### src/rtl/melody_sequencer.sv
// Square-wave melody player: steps through an external note table, producing a tone
// or a rest for each entry, with an optional silent gap between notes.
module melody_sequencer #(
  parameter int UNIT_CYCLES = 8333333,
  parameter int SONG_LEN    = 70,
  parameter int PERIOD_W    = 20,
  parameter int DUR_W       = 5,
  parameter int GAP_CYCLES  = 0,
  parameter int ADDR_W      = 10
) (
  input  logic                clock,
  input  logic                reset,
  input  logic                start,
  input  logic                stop,
  input  logic                loop_en,
  output logic [ADDR_W-1:0]   note_addr,
  input  logic [PERIOD_W-1:0] note_period,
  input  logic [DUR_W-1:0]    note_dur,
  output logic                audio_out,
  output logic                aud_sd,
  output logic                busy,
  output logic                done
);

  localparam int UNIT_W  = $clog2(UNIT_CYCLES + 1);
  localparam int TIMER_W = DUR_W + UNIT_W;
  localparam int GAP_W   = $clog2(GAP_CYCLES + 2);
  localparam bit NO_GAP  = (GAP_CYCLES == 0);
  localparam logic [ADDR_W-1:0]  LAST_ADDR = ADDR_W'(SONG_LEN - 1);
  localparam logic [TIMER_W-1:0] UNIT_T    = TIMER_W'(UNIT_CYCLES);
  localparam logic [GAP_W-1:0]   GAP_LOAD  = GAP_W'(GAP_CYCLES);

  typedef enum logic [1:0] {IDLE, LOAD, PLAY, GAP} state_t;

  state_t              state;
  logic [PERIOD_W-1:0] period_q;
  logic [PERIOD_W-1:0] tone_cnt;
  logic [TIMER_W-1:0]  dur_cnt;
  logic [GAP_W-1:0]    gap_cnt;
  logic [TIMER_W-1:0]  dur_product;
  logic                at_last;
  logic                note_over;
  logic                song_end;
  logic                advance;

  // Full-width product so the longest note never truncates.
  assign dur_product = TIMER_W'(note_dur) * UNIT_T;
  assign at_last     = (note_addr == LAST_ADDR);
  assign note_over   = (state == PLAY && dur_cnt == TIMER_W'(1) && NO_GAP) ||
                       (state == GAP && gap_cnt == GAP_W'(1));
  assign song_end    = (state == LOAD && note_dur == '0) || (note_over && at_last);
  assign advance     = note_over && !at_last;

  always_ff @(posedge clock) begin
    done <= 1'b0;
    if (reset || stop) begin
      state     <= IDLE;
      note_addr <= '0;
      audio_out <= 1'b0;
      busy      <= 1'b0;
      aud_sd    <= 1'b0;
      tone_cnt  <= '0;
      dur_cnt   <= '0;
      gap_cnt   <= '0;
    end else if (song_end) begin
      audio_out <= 1'b0;
      note_addr <= '0;
      if (loop_en) begin
        state <= LOAD;
      end else begin
        state  <= IDLE;
        busy   <= 1'b0;
        aud_sd <= 1'b0;
        done   <= 1'b1;
      end
    end else if (advance) begin
      audio_out <= 1'b0;
      note_addr <= note_addr + ADDR_W'(1);
      state     <= LOAD;
    end else begin
      case (state)
        IDLE: begin
          if (start) begin
            state     <= LOAD;
            busy      <= 1'b1;
            aud_sd    <= 1'b1;
            note_addr <= '0;
          end
        end
        LOAD: begin
          period_q  <= note_period;
          dur_cnt   <= dur_product;
          tone_cnt  <= '0;
          audio_out <= 1'b0;
          state     <= PLAY;
        end
        PLAY: begin
          // Only reached on the last PLAY cycle when a gap is configured.
          if (dur_cnt == TIMER_W'(1)) begin
            audio_out <= 1'b0;
            tone_cnt  <= '0;
            gap_cnt   <= GAP_LOAD;
            state     <= GAP;
          end else begin
            dur_cnt <= dur_cnt - TIMER_W'(1);
            if (period_q != '0) begin
              if (tone_cnt == period_q - PERIOD_W'(1)) begin
                tone_cnt  <= '0;
                audio_out <= ~audio_out;
              end else begin
                tone_cnt <= tone_cnt + PERIOD_W'(1);
              end
            end
          end
        end
        GAP: begin
          gap_cnt <= gap_cnt - GAP_W'(1);
        end
        default: state <= IDLE;
      endcase
    end
  end

endmodule
### config.mk
export PLATFORM = sky130hd
export DESIGN_NAME = melody_sequencer
export DESIGN_NICKNAME = d
export VERILOG_FILES = /design/src/rtl/melody_sequencer.sv
export SDC_FILE = /design/constraint.sdc
export NUM_CORES = 1
export LEC_CHECK = 0
export CAP_MARGIN = 20
export CORE_ASPECT_RATIO = 1.2
export CORE_UTILIZATION = 55
export CTS_CLUSTER_SIZE = 20
export DETAILED_ROUTE_END_ITERATION = 12
export PLACE_DENSITY = 0.75
export SETUP_SLACK_MARGIN = 0.02
export SKIP_LAST_GASP = 1
export SYNTH_ARGS = -nofsm -noshare
export SYNTH_HDL_FRONTEND = slang
export SYNTH_SLANG_ARGS = --single-unit
export TNS_END_PERCENT = 100
### constraint.sdc
create_clock -name clock -period 4.9 [get_ports clock]
set_input_delay 0.98 -clock clock [delete_from_list [all_inputs] [get_ports clock]]
set_output_delay 0.98 -clock clock [all_outputs]
set_load 0.02 [all_outputs]
==> results.sh, run 1 <==
export IMPL_seqCellArea_mm2=0.00188
export IMPL_track_usage=0.262
export IMPL_synth_main_ff_cell="dfxtp_1"
export IMPL_yosysTopAreaCell="dfxtp_1"
export IMPL_final_cell_mix="nor2_1, dfxtp_1, nand2_1, a21oi_1, ha_1"
export IMPL_die_area_mm2=0.0118
export IMPL_leakagePower_nw=2.65
export IMPL_rsz0062_at_grt="no"
export IMPL_ctsResizeCount=0
export IMPL_avgSynthCellArea_um2=8.40
export IMPL_ant_nets=0
export IMPL_setup_slack_ns=0.451
export IMPL_clk_pin_slew_ns=0.06
export IMPL_crit_fanout=5
export IMPL_grt_pass1_wl_um=25000
export IMPL_min_period_ns=4.45
export IMPL_ys_ff_latch=84
export IMPL_htreeDepth=3
export IMPL_cts_setup_buffers=0
export IMPL_gp_congestion=0.879
export IMPL_critPathSlowestCell="fa_1"
export IMPL_clock_sinks=84
export IMPL_drv_cap=0
export IMPL_drive_above_1_share=0.0675
export IMPL_ctsHoldBuffers=0
export IMPL_hold_viol_final=0
export IMPL_max_freq_mhz=225
export IMPL_vias_per_cell=6.13
export IMPL_design_core_area_mm2=0.0110
export IMPL_die_width_um=99.4
export IMPL_drt_first_pass_iters=5
export IMPL_cts_tree="done"
export IMPL_synth_top_area_frac=0.205
export IMPL_worstSetupPathType="primary input to flip-flop"
export IMPL_grt_max_degree=61
export IMPL_finalSetupViolCount=0
export IMPL_wl_um=14700
export IMPL_drt_initial_drc_count=318
export IMPL_skew_ns=0.00580
export IMPL_finalPower_w=0.00197
export IMPL_dpl_hpwl_um=11000
export IMPL_antenna_found_initial=0
export IMPL_use_met3=0.0393
export IMPL_seq_area_frac_synth=0.301
export IMPL_nFillCells=918
export IMPL_layout_commonest_cell="nor2_1"
export IMPL_hold_slack_ns=0.488
export IMPL_diodes=0
export IMPL_worst_setup_path_start_kind="primary input"
export IMPL_grt_util_met2=0.462
export IMPL_power_density_mw_per_mm2=278
export IMPL_vias=5617
export IMPL_synth_edff_count=20
export IMPL_nets=869
export IMPL_area_growth_pct=13.3
export IMPL_tns_ns=0
export IMPL_syn_area_mm2=0.00626
export IMPL_async_reset_ff_frac=0
export IMPL_clock_root_buffer="clkbuf_16"
export IMPL_timing_worst_slew_pin_value_ns=0.897
export IMPL_numPortBuffers=43
export IMPL_syn_instance_count=745
export IMPL_grt_pass1_vias=5414
export IMPL_synthTopCellsByArea="dfxtp_1, edfxtp_1, ha_1, fa_1, nor2_1"
export IMPL_grt_remaining_overflow=0
export IMPL_ios=44
export IMPL_worstPathRequired_ns=5.17
export IMPL_syn_nets=834
export IMPL_crit_path_cell_trace="clkdlybuf4s50_1 > fa_1 > inv_1 > fa_1 > fa_1 > inv_1 > ha_1 > and3_1 > a21oi_1 > a31oi_1 > a31oi_1 > xnor2_1 > nand2_1 > a31oi_1"
export IMPL_ir_drop_mv=0.163
export IMPL_multi_input_area_mm2=0.00410
export IMPL_drv_slew=0
export IMPL_rows=42
export IMPL_max_slew_margin=0.399
export IMPL_die_h_um=119
export IMPL_cts_buffer_depth=2
export IMPL_worst_path_largest_cell_delay_ns=0.65
export IMPL_start_util=0.567
export IMPL_synth_cell_types=73
export IMPL_insertion_delay_ns=0.35
export IMPL_wl_per_cell_um=16.1
export IMPL_status="finished, final reports clean"
export IMPL_dp_worst_setup_slack_ns=0.108
export IMPL_drc=0
export IMPL_top_usage_layer="met2"
export IMPL_yosysWarnings=0
export IMPL_arrival_ns=4.72
export IMPL_timing_final_crit_share=0.908
export IMPL_hp_class="flip-flop to flip-flop"
export IMPL_grt_util_met1=0.311
export IMPL_end_kind="flip-flop"
export IMPL_cts_buffers=9
==> where the power goes <==
group | internal (W) | total (W) | switching, W
sequential | 0.000719 | 0.000731 | 0.0000115
clock | 0.000392 | 0.000678 | 0.000286
combinational | 0.000247 | 0.000565 | 0.000318
==> Yosys cell counts (all sizes together), types with 7 or more instances <==
library cell  number
ha                45
and2               9
inv               41
nand2             61
o22ai             10
clkbuf            22
edfxtp            20
nand4             18
xnor2             28
or3               10
a211oi            10
a31oi             12
o21ai             33
dfxtp             64
nand3             24
a21oi             48
fa                14
nor2              79
nand2b            14
xor2              27
o31ai              7
and3              10
nor4              13
nor3              30
==> worst paths after layout <==
check,start,slack (ns),cells after the start,endpoint
max,note_dur[2],0.45,14,dur_cnt[25]$_SDFFE_PP0P_
min,dur_cnt[8]$_SDFFE_PP0P_,0.49,2,dur_cnt[8]$_SDFFE_PP0P_
max reg2reg,period_q[0]$_DFFE_PP_,1.28,10,tone_cnt[6]$_SDFFE_PP0P_
min reg2reg,dur_cnt[8]$_SDFFE_PP0P_,0.49,2,dur_cnt[8]$_SDFFE_PP0P_
==> cells by family (layout without fill, tap and decap cells) <==
| logic type | after synthesis | count (layout) | synth area share |
|---|---|---|---|
| adders and majority gates | 59 | 59 | 0.135 |
| DFF | 84 | 84 | 0.301 |
| buffers and inverters | 69 | 109 | 0.0444 |
| muxes | 3 | 3 | 0.00500 |
| AOI/OAI and AO/OA | 165 | 165 | 0.172 |
| and+or+nand+nor | 310 | 310 | 0.266 |
| xor gates and xnor gates | 55 | 55 | 0.0770 |
==> registers in the layout, summed over array words and instances (netlist names) <==
| register | cells |
|---|---|
| period_q | 20 |
| done | 1 |
| state | 2 |
| note_addr | 10 |
| busy | 1 |
| audio_out | 1 |
| dur_cnt | 28 |
| gap_cnt | 1 |
| tone_cnt | 20 |
==> worst max-delay path: cells and delay by family <==
family | cells | cell delay, ns
buffers and inverters | 3 | 0.58
adder cells (fa/ha/maj) | 4 | 2.01
AO/OA/AOI/OAI | 4 | 0.76
XOR/XNOR | 1 | 0.15
AND/OR/NAND/NOR | 2 | 0.24
==> stage by stage <==
step	instance area (um^2)	instances	utilization
6_report	7090	917	0.643
5_1_grt	7090	917	0.643
4_1_cts	7090	917	0.643
3_5_place_dp	6800	901	0.616
3_3_place_gp	6800	901	0.616
2_1_floorplan	6260	745	-
==> layout make-up <==
type,instances,area share
clock inverters,7,0.00953
well taps,132,0.0233
repair buffers,52,0.0702
flip-flops and latches,84,0.265
multi-input cells,592,0.578
inverters,41,0.0217
clock buffers,9,0.0318
==> layer usage <==
| layer | wire [um] | vias up |
|---|---|---|
| met2 | 7620 | 114 |
| met4 | 403 | 0 |
| li1 | - | 2785 |
| met1 | 6280 | 2688 |
| met3 | 440 | 30 |
| met5 | 0 | - |
No activity file was read; power rests on OpenSTA's default activity.
==> run 2, diff against run 1 <==
--- a/config.mk
+++ b/config.mk
@@ -7,10 +7,9 @@
 export LEC_CHECK = 0
 export CAP_MARGIN = 20
 export CORE_ASPECT_RATIO = 1.2
-export CORE_UTILIZATION = 55
+export CORE_UTILIZATION = 46
 export CTS_CLUSTER_SIZE = 20
 export DETAILED_ROUTE_END_ITERATION = 12
-export PLACE_DENSITY = 0.75
 export SETUP_SLACK_MARGIN = 0.02
 export SKIP_LAST_GASP = 1
 export SYNTH_ARGS = -nofsm -noshare
==> results.sh, run 2 (synthesized netlist as in run 1, its figures left out) <==
export IMPL_status="finished, final reports clean"
export IMPL_min_period_ns=4.47
export IMPL_htreeDepth=3
export IMPL_arrival_ns=4.75
export IMPL_dpl_hpwl_um=11300
export IMPL_finalPower_w=0.00196
export IMPL_max_slew_margin=0.385
export IMPL_nets=869
export IMPL_grt_max_degree=61
export IMPL_wl_per_cell_um=15.6
export IMPL_timing_final_crit_share=0.913
export IMPL_ant_nets=0
export IMPL_die_h_um=130
export IMPL_hp_class="flip-flop to flip-flop"
export IMPL_vias=5542
export IMPL_leakagePower_nw=2.66
export IMPL_clock_sinks=84
export IMPL_crit_fanout=5
export IMPL_hold_viol_final=0
export IMPL_cp_common_cell="fa_1"
export IMPL_clk_pin_slew_ns=0.07
export IMPL_tns_ns=0
export IMPL_numPortBuffers=43
export IMPL_ctsHoldBuffers=0
export IMPL_layout_commonest_cell="nor2_1"
export IMPL_design_core_area_mm2=0.0132
export IMPL_vias_per_cell=5.82
export IMPL_drv_slew=0
export IMPL_ctsResizeCount=0
export IMPL_rsz0062_at_grt="no"
export IMPL_hold_depth=2
export IMPL_clock_root_buffer="clkbuf_16"
export IMPL_swShare=0.325
export IMPL_placed_cell_area_mm2=0.00684
export IMPL_dp_worst_setup_slack_ns=0.0605
export IMPL_grt_pass1_vias=5221
export IMPL_top_register="dur_cnt"
export IMPL_gp_congestion=0.855
export IMPL_antenna_found_initial=0
export IMPL_cts_buffers=9
export IMPL_largest_reg_flops=28
export IMPL_cp_buffers_inverters=3
export IMPL_cts_tree="done"
export IMPL_skew_ns=0.00771
export IMPL_grt_remaining_overflow=0
export IMPL_worst_path_largest_cell_delay_ns=0.66
export IMPL_path_delay_family="adder cells"
export IMPL_max_freq_mhz=224
export IMPL_drt_initial_drc_count=231
export IMPL_finalSetupViolCount=0
export IMPL_grt_pass1_wl_um=24800
export IMPL_track_usage=0.222
export IMPL_die_width_um=108
export IMPL_p_sw_w=0.000637
export IMPL_cts_setup_buffers=0
export IMPL_timing_worst_slew_pin_value_ns=0.918
export IMPL_r2r_cells=10
export IMPL_drive_above_1_share=0.0688
export IMPL_postLayoutCellArea_mm2=0.00714
export IMPL_rows=46
export IMPL_insertion_delay_ns=0.34
export IMPL_crit_cells=13
export IMPL_final_cell_mix="nor2_1, dfxtp_1, nand2_1, a21oi_1, ha_1"
export IMPL_power_frac_seq=0.372
export IMPL_drt_first_pass_iters=6
export IMPL_worstPathRequired_ns=5.18
export IMPL_end_kind="flip-flop"
export IMPL_setup_slack_ns=0.426
export IMPL_wl_um=14900
export IMPL_nFillCells=1238
export IMPL_critPathSlowestCell="fa_1"
export IMPL_p_int_w=0.00132
export IMPL_cts_buffer_depth=2
export IMPL_drv_cap=0
export IMPL_crit_path_cell_trace="clkdlybuf4s50_1 > fa_1 > inv_1 > fa_1 > fa_1 > inv_1 > ha_1 > and3_1 > a21oi_1 > a31oi_1 > a221oi_1 > a32oi_1 > o21ai_0"
export IMPL_worst_setup_path_start_kind="primary input"
export IMPL_diodes=0
export IMPL_die_area_mm2=0.0141
export IMPL_drc=0
export IMPL_area_growth_pct=14.1
export IMPL_pwr_share_comb=0.285
export IMPL_power_density_mw_per_mm2=275
export IMPL_start_util=0.473
export IMPL_ir_drop_mv=0.142
export IMPL_hold_slack_ns=0.480
export IMPL_ios=44
export IMPL_reg_top3="dur_cnt x28, period_q x20, tone_cnt x20"
export IMPL_rrSetupSlack_ns=1.24
export IMPL_worstSetupPathType="primary input to flip-flop"
export IMPL_p_clk_frac=0.343
## run 2: changes by cell type in the layout (fill, tap and decap cells not counted)
cell | before | now
clkinv_1 | 1 | 0
inv_8 | 0 | 3
clkinvlp_4 | 2 | 1
clkinv_2 | 2 | 0
bufinv_16 | 1 | 0
inv_6 | 0 | 2
## run 2: layer usage
layer / track usage / part of all wire
met5: 0 / 0
met4: 0.0819 / 0.018
met3: 0.0300 / 0.028
met2: 0.398 / 0.51
met1: 0.268 / 0.44
## run 2: stage by stage
stage,util,std cells
finish,0.539,953
global route,0.539,953
CTS,0.539,953
detailed placement,0.517,937
global placement,0.517,937
floorplan,-,745
## run 2: path summary, 6_finish.rpt
check	start	to
setup / recovery	note_dur[2]	dur_cnt[27]$_SDFFE_PP0P_
setup reg to reg	period_q[0]$_DFFE_PP_	tone_cnt[6]$_SDFFE_PP0P_
hold reg to reg	gap_cnt$_SDFFE_PP0P_	gap_cnt$_SDFFE_PP0P_
hold / removal	gap_cnt$_SDFFE_PP0P_	gap_cnt$_SDFFE_PP0P_
## run 2: power groups by stage
stage	Sequential [W]	Clock (W)	Combinational (W)
2_1_floorplan	0.000744	0	0.000423
3_3_place_gp	0.000746	0	0.000550
3_5_place_dp	0.000746	0	0.000557
4_1_cts	0.000730	0.000689	0.000561
5_1_grt	0.000732	0.000723	0.000630
6_report	0.000731	0.000673	0.000558
## run 2: worst register-to-register path, cell delays in order, from the launching register on
cell,delay (ns)
edfxtp_1,0.49
inv_1,0.10
ha_1,0.19
nor3b_1,0.62
nand4_1,0.44
nor4_1,0.36
o22ai_1,0.17
nor4_4,0.25
nand3_2,0.19
a31oi_4,0.60
nor2_1,0.11
## run 2: layout make-up
type | count | area, um^2 | area share
clock buffers | 9 | 225 | 0.0316
clock inverters | 7 | 67.6 | 0.00947
inverters | 41 | 154 | 0.0216
multi-input cells | 592 | 4100 | 0.575
flip-flops and latches | 84 | 1880 | 0.264
well taps | 168 | 210 | 0.0295
repair buffers | 52 | 498 | 0.0698
==> run 3, diff against run 2 <==
--- a/config.mk
+++ b/config.mk
@@ -7,6 +7,7 @@
 export LEC_CHECK = 0
 export CAP_MARGIN = 20
 export CORE_ASPECT_RATIO = 1.2
+export CORE_MARGIN = 4
 export CORE_UTILIZATION = 46
 export CTS_CLUSTER_SIZE = 20
 export DETAILED_ROUTE_END_ITERATION = 12
==> results.sh, run 3 (synthesized netlist as in run 1, its figures left out) <==
export IMPL_nFillCells=1233
export IMPL_cp_buffers_inverters=3
export IMPL_reg_top3="dur_cnt x28, period_q x20, tone_cnt x20"
export IMPL_leakagePower_nw=2.67
export IMPL_power_frac_seq=0.361
export IMPL_final_cell_mix="nor2_1, dfxtp_1, nand2_1, a21oi_1, ha_1"
export IMPL_pwr_share_comb=0.276
export IMPL_path_delay_family="adder cells"
export IMPL_grt_pass1_wl_um=25600
export IMPL_gp_congestion=0.829
export IMPL_clk_pin_slew_ns=0.06
export IMPL_wl_per_cell_um=16.1
export IMPL_max_freq_mhz=226
export IMPL_drc=0
export IMPL_cts_buffers=9
export IMPL_htreeDepth=3
export IMPL_clock_sinks=84
export IMPL_timing_worst_slew_pin_value_ns=0.932
export IMPL_cts_buffer_depth=2
export IMPL_layout_commonest_cell="nor2_1"
export IMPL_power_density_mw_per_mm2=283
export IMPL_rows=46
export IMPL_p_clk_frac=0.363
export IMPL_end_kind="flip-flop"
export IMPL_tns_ns=0
export IMPL_diodes=0
export IMPL_nets=870
export IMPL_grt_remaining_overflow=0
export IMPL_top_register="dur_cnt"
export IMPL_track_usage=0.201
export IMPL_min_period_ns=4.43
export IMPL_worstSetupPathType="primary input to flip-flop"
export IMPL_ant_nets=0
export IMPL_worst_setup_path_start_kind="primary input"
export IMPL_hp_class="flip-flop to flip-flop"
export IMPL_rrSetupSlack_ns=1.17
export IMPL_swShare=0.302
export IMPL_vias_per_cell=5.79
export IMPL_cts_setup_buffers=0
export IMPL_hold_viol_final=0
export IMPL_ctsHoldBuffers=0
export IMPL_ir_drop_mv=0.170
export IMPL_antenna_found_initial=0
export IMPL_start_util=0.471
export IMPL_crit_fanout=5
export IMPL_vias=5526
export IMPL_area_growth_pct=14.7
export IMPL_die_h_um=136
export IMPL_insertion_delay_ns=0.34
export IMPL_max_slew_margin=0.376
export IMPL_clock_root_buffer="clkbuf_16"
export IMPL_dpl_hpwl_um=11800
export IMPL_die_area_mm2=0.0155
export IMPL_worstPathRequired_ns=5.16
export IMPL_drive_above_1_share=0.0700
export IMPL_crit_path_cell_trace="clkdlybuf4s50_1 > fa_1 > inv_1 > fa_1 > fa_1 > inv_1 > ha_1 > and3_1 > a21oi_1 > a31oi_1 > a31oi_1 > xnor2_1 > nand2_1 > a31oi_1"
export IMPL_drv_cap=0
export IMPL_critPathSlowestCell="fa_1"
export IMPL_ctsResizeCount=0
export IMPL_setup_slack_ns=0.467
export IMPL_timing_final_crit_share=0.905
export IMPL_grt_max_degree=62
export IMPL_arrival_ns=4.69
export IMPL_p_sw_w=0.000613
export IMPL_drt_first_pass_iters=5
export IMPL_p_int_w=0.00141
export IMPL_wl_um=15400
export IMPL_status="finished, final reports clean"
export IMPL_ios=44
export IMPL_skew_ns=0.00678
export IMPL_numPortBuffers=43
export IMPL_dp_worst_setup_slack_ns=0.112
export IMPL_drt_initial_drc_count=306
export IMPL_finalSetupViolCount=0
export IMPL_largest_reg_flops=28
export IMPL_cts_tree="done"
export IMPL_drv_slew=0
export IMPL_worst_path_largest_cell_delay_ns=0.65
export IMPL_design_core_area_mm2=0.0133
export IMPL_grt_pass1_vias=5372
export IMPL_die_width_um=114
export IMPL_rsz0062_at_grt="no"
-- run 3: changes by cell type in the layout (fill, tap and decap cells not counted), sizes merged --
cell	previous run	this run
inv	46	42
bufinv	0	2
buf	9	10
clkinvlp	1	3
-- run 3: path summary, 6_finish.rpt --
check	startpoint	to	cells past startpoint
setup / recovery	note_dur[2]	dur_cnt[25]$_SDFFE_PP0P_	14
hold / removal	dur_cnt[26]$_SDFFE_PP0P_	dur_cnt[26]$_SDFFE_PP0P_	2
setup reg to reg	period_q[0]$_DFFE_PP_	tone_cnt[8]$_SDFFE_PP0P_	10
hold reg to reg	dur_cnt[26]$_SDFFE_PP0P_	dur_cnt[26]$_SDFFE_PP0P_	2
-- run 3: per-layer routing --
layer	up-vias	routed length (um)	share of wire	track usage
li1	2783	-	-	-
met1	2621	6680	0.43	0.246
met2	99	8010	0.52	0.360
met3	23	379	0.025	0.0264
met4	0	304	0.020	0.0693
met5	-	0	0	0
-- run 3: stage by stage --
step                      total power, W  std cells  area [um^2]   util  hold WS (ns)
after floorplan                  0.00117        745         6260      -         0.437
after global placement           0.00130        938         6850  0.515         0.454
after detailed placement         0.00131        938         6850  0.515         0.465
after CTS                        0.00205        954         7180  0.540         0.474
after global routing             0.00216        954         7180  0.540         0.500
final                            0.00203        954         7180  0.540         0.474
-- run 3: layout make-up --
type | count | area (um^2) | area share
clock buffer | 9 | 225 | 0.0314
clock inverter | 7 | 100 | 0.0139
multi-input combinational | 592 | 4100 | 0.571
tap | 168 | 210 | 0.0293
timing repair buffer | 53 | 505 | 0.0704
sequential | 84 | 1880 | 0.262
inverter | 41 | 154 | 0.0214
-- run 3: power by group through the flow --
stage / clock network (W) / logic (W) / registers, W
2_1_floorplan: 0 / 0.000423 / 0.000744
3_3_place_gp: 0 / 0.000552 / 0.000746
3_5_place_dp: 0 / 0.000560 / 0.000746
4_1_cts: 0.000759 / 0.000565 / 0.000731
5_1_grt: 0.000791 / 0.000632 / 0.000732
6_report: 0.000737 / 0.000560 / 0.000731
-- run 3: worst min-delay path, cell delays in order, from the launching register on --
cell and delay [ns]:
dfxtp_1 0.31, nand3_1 0.06, o31ai_1 0.06
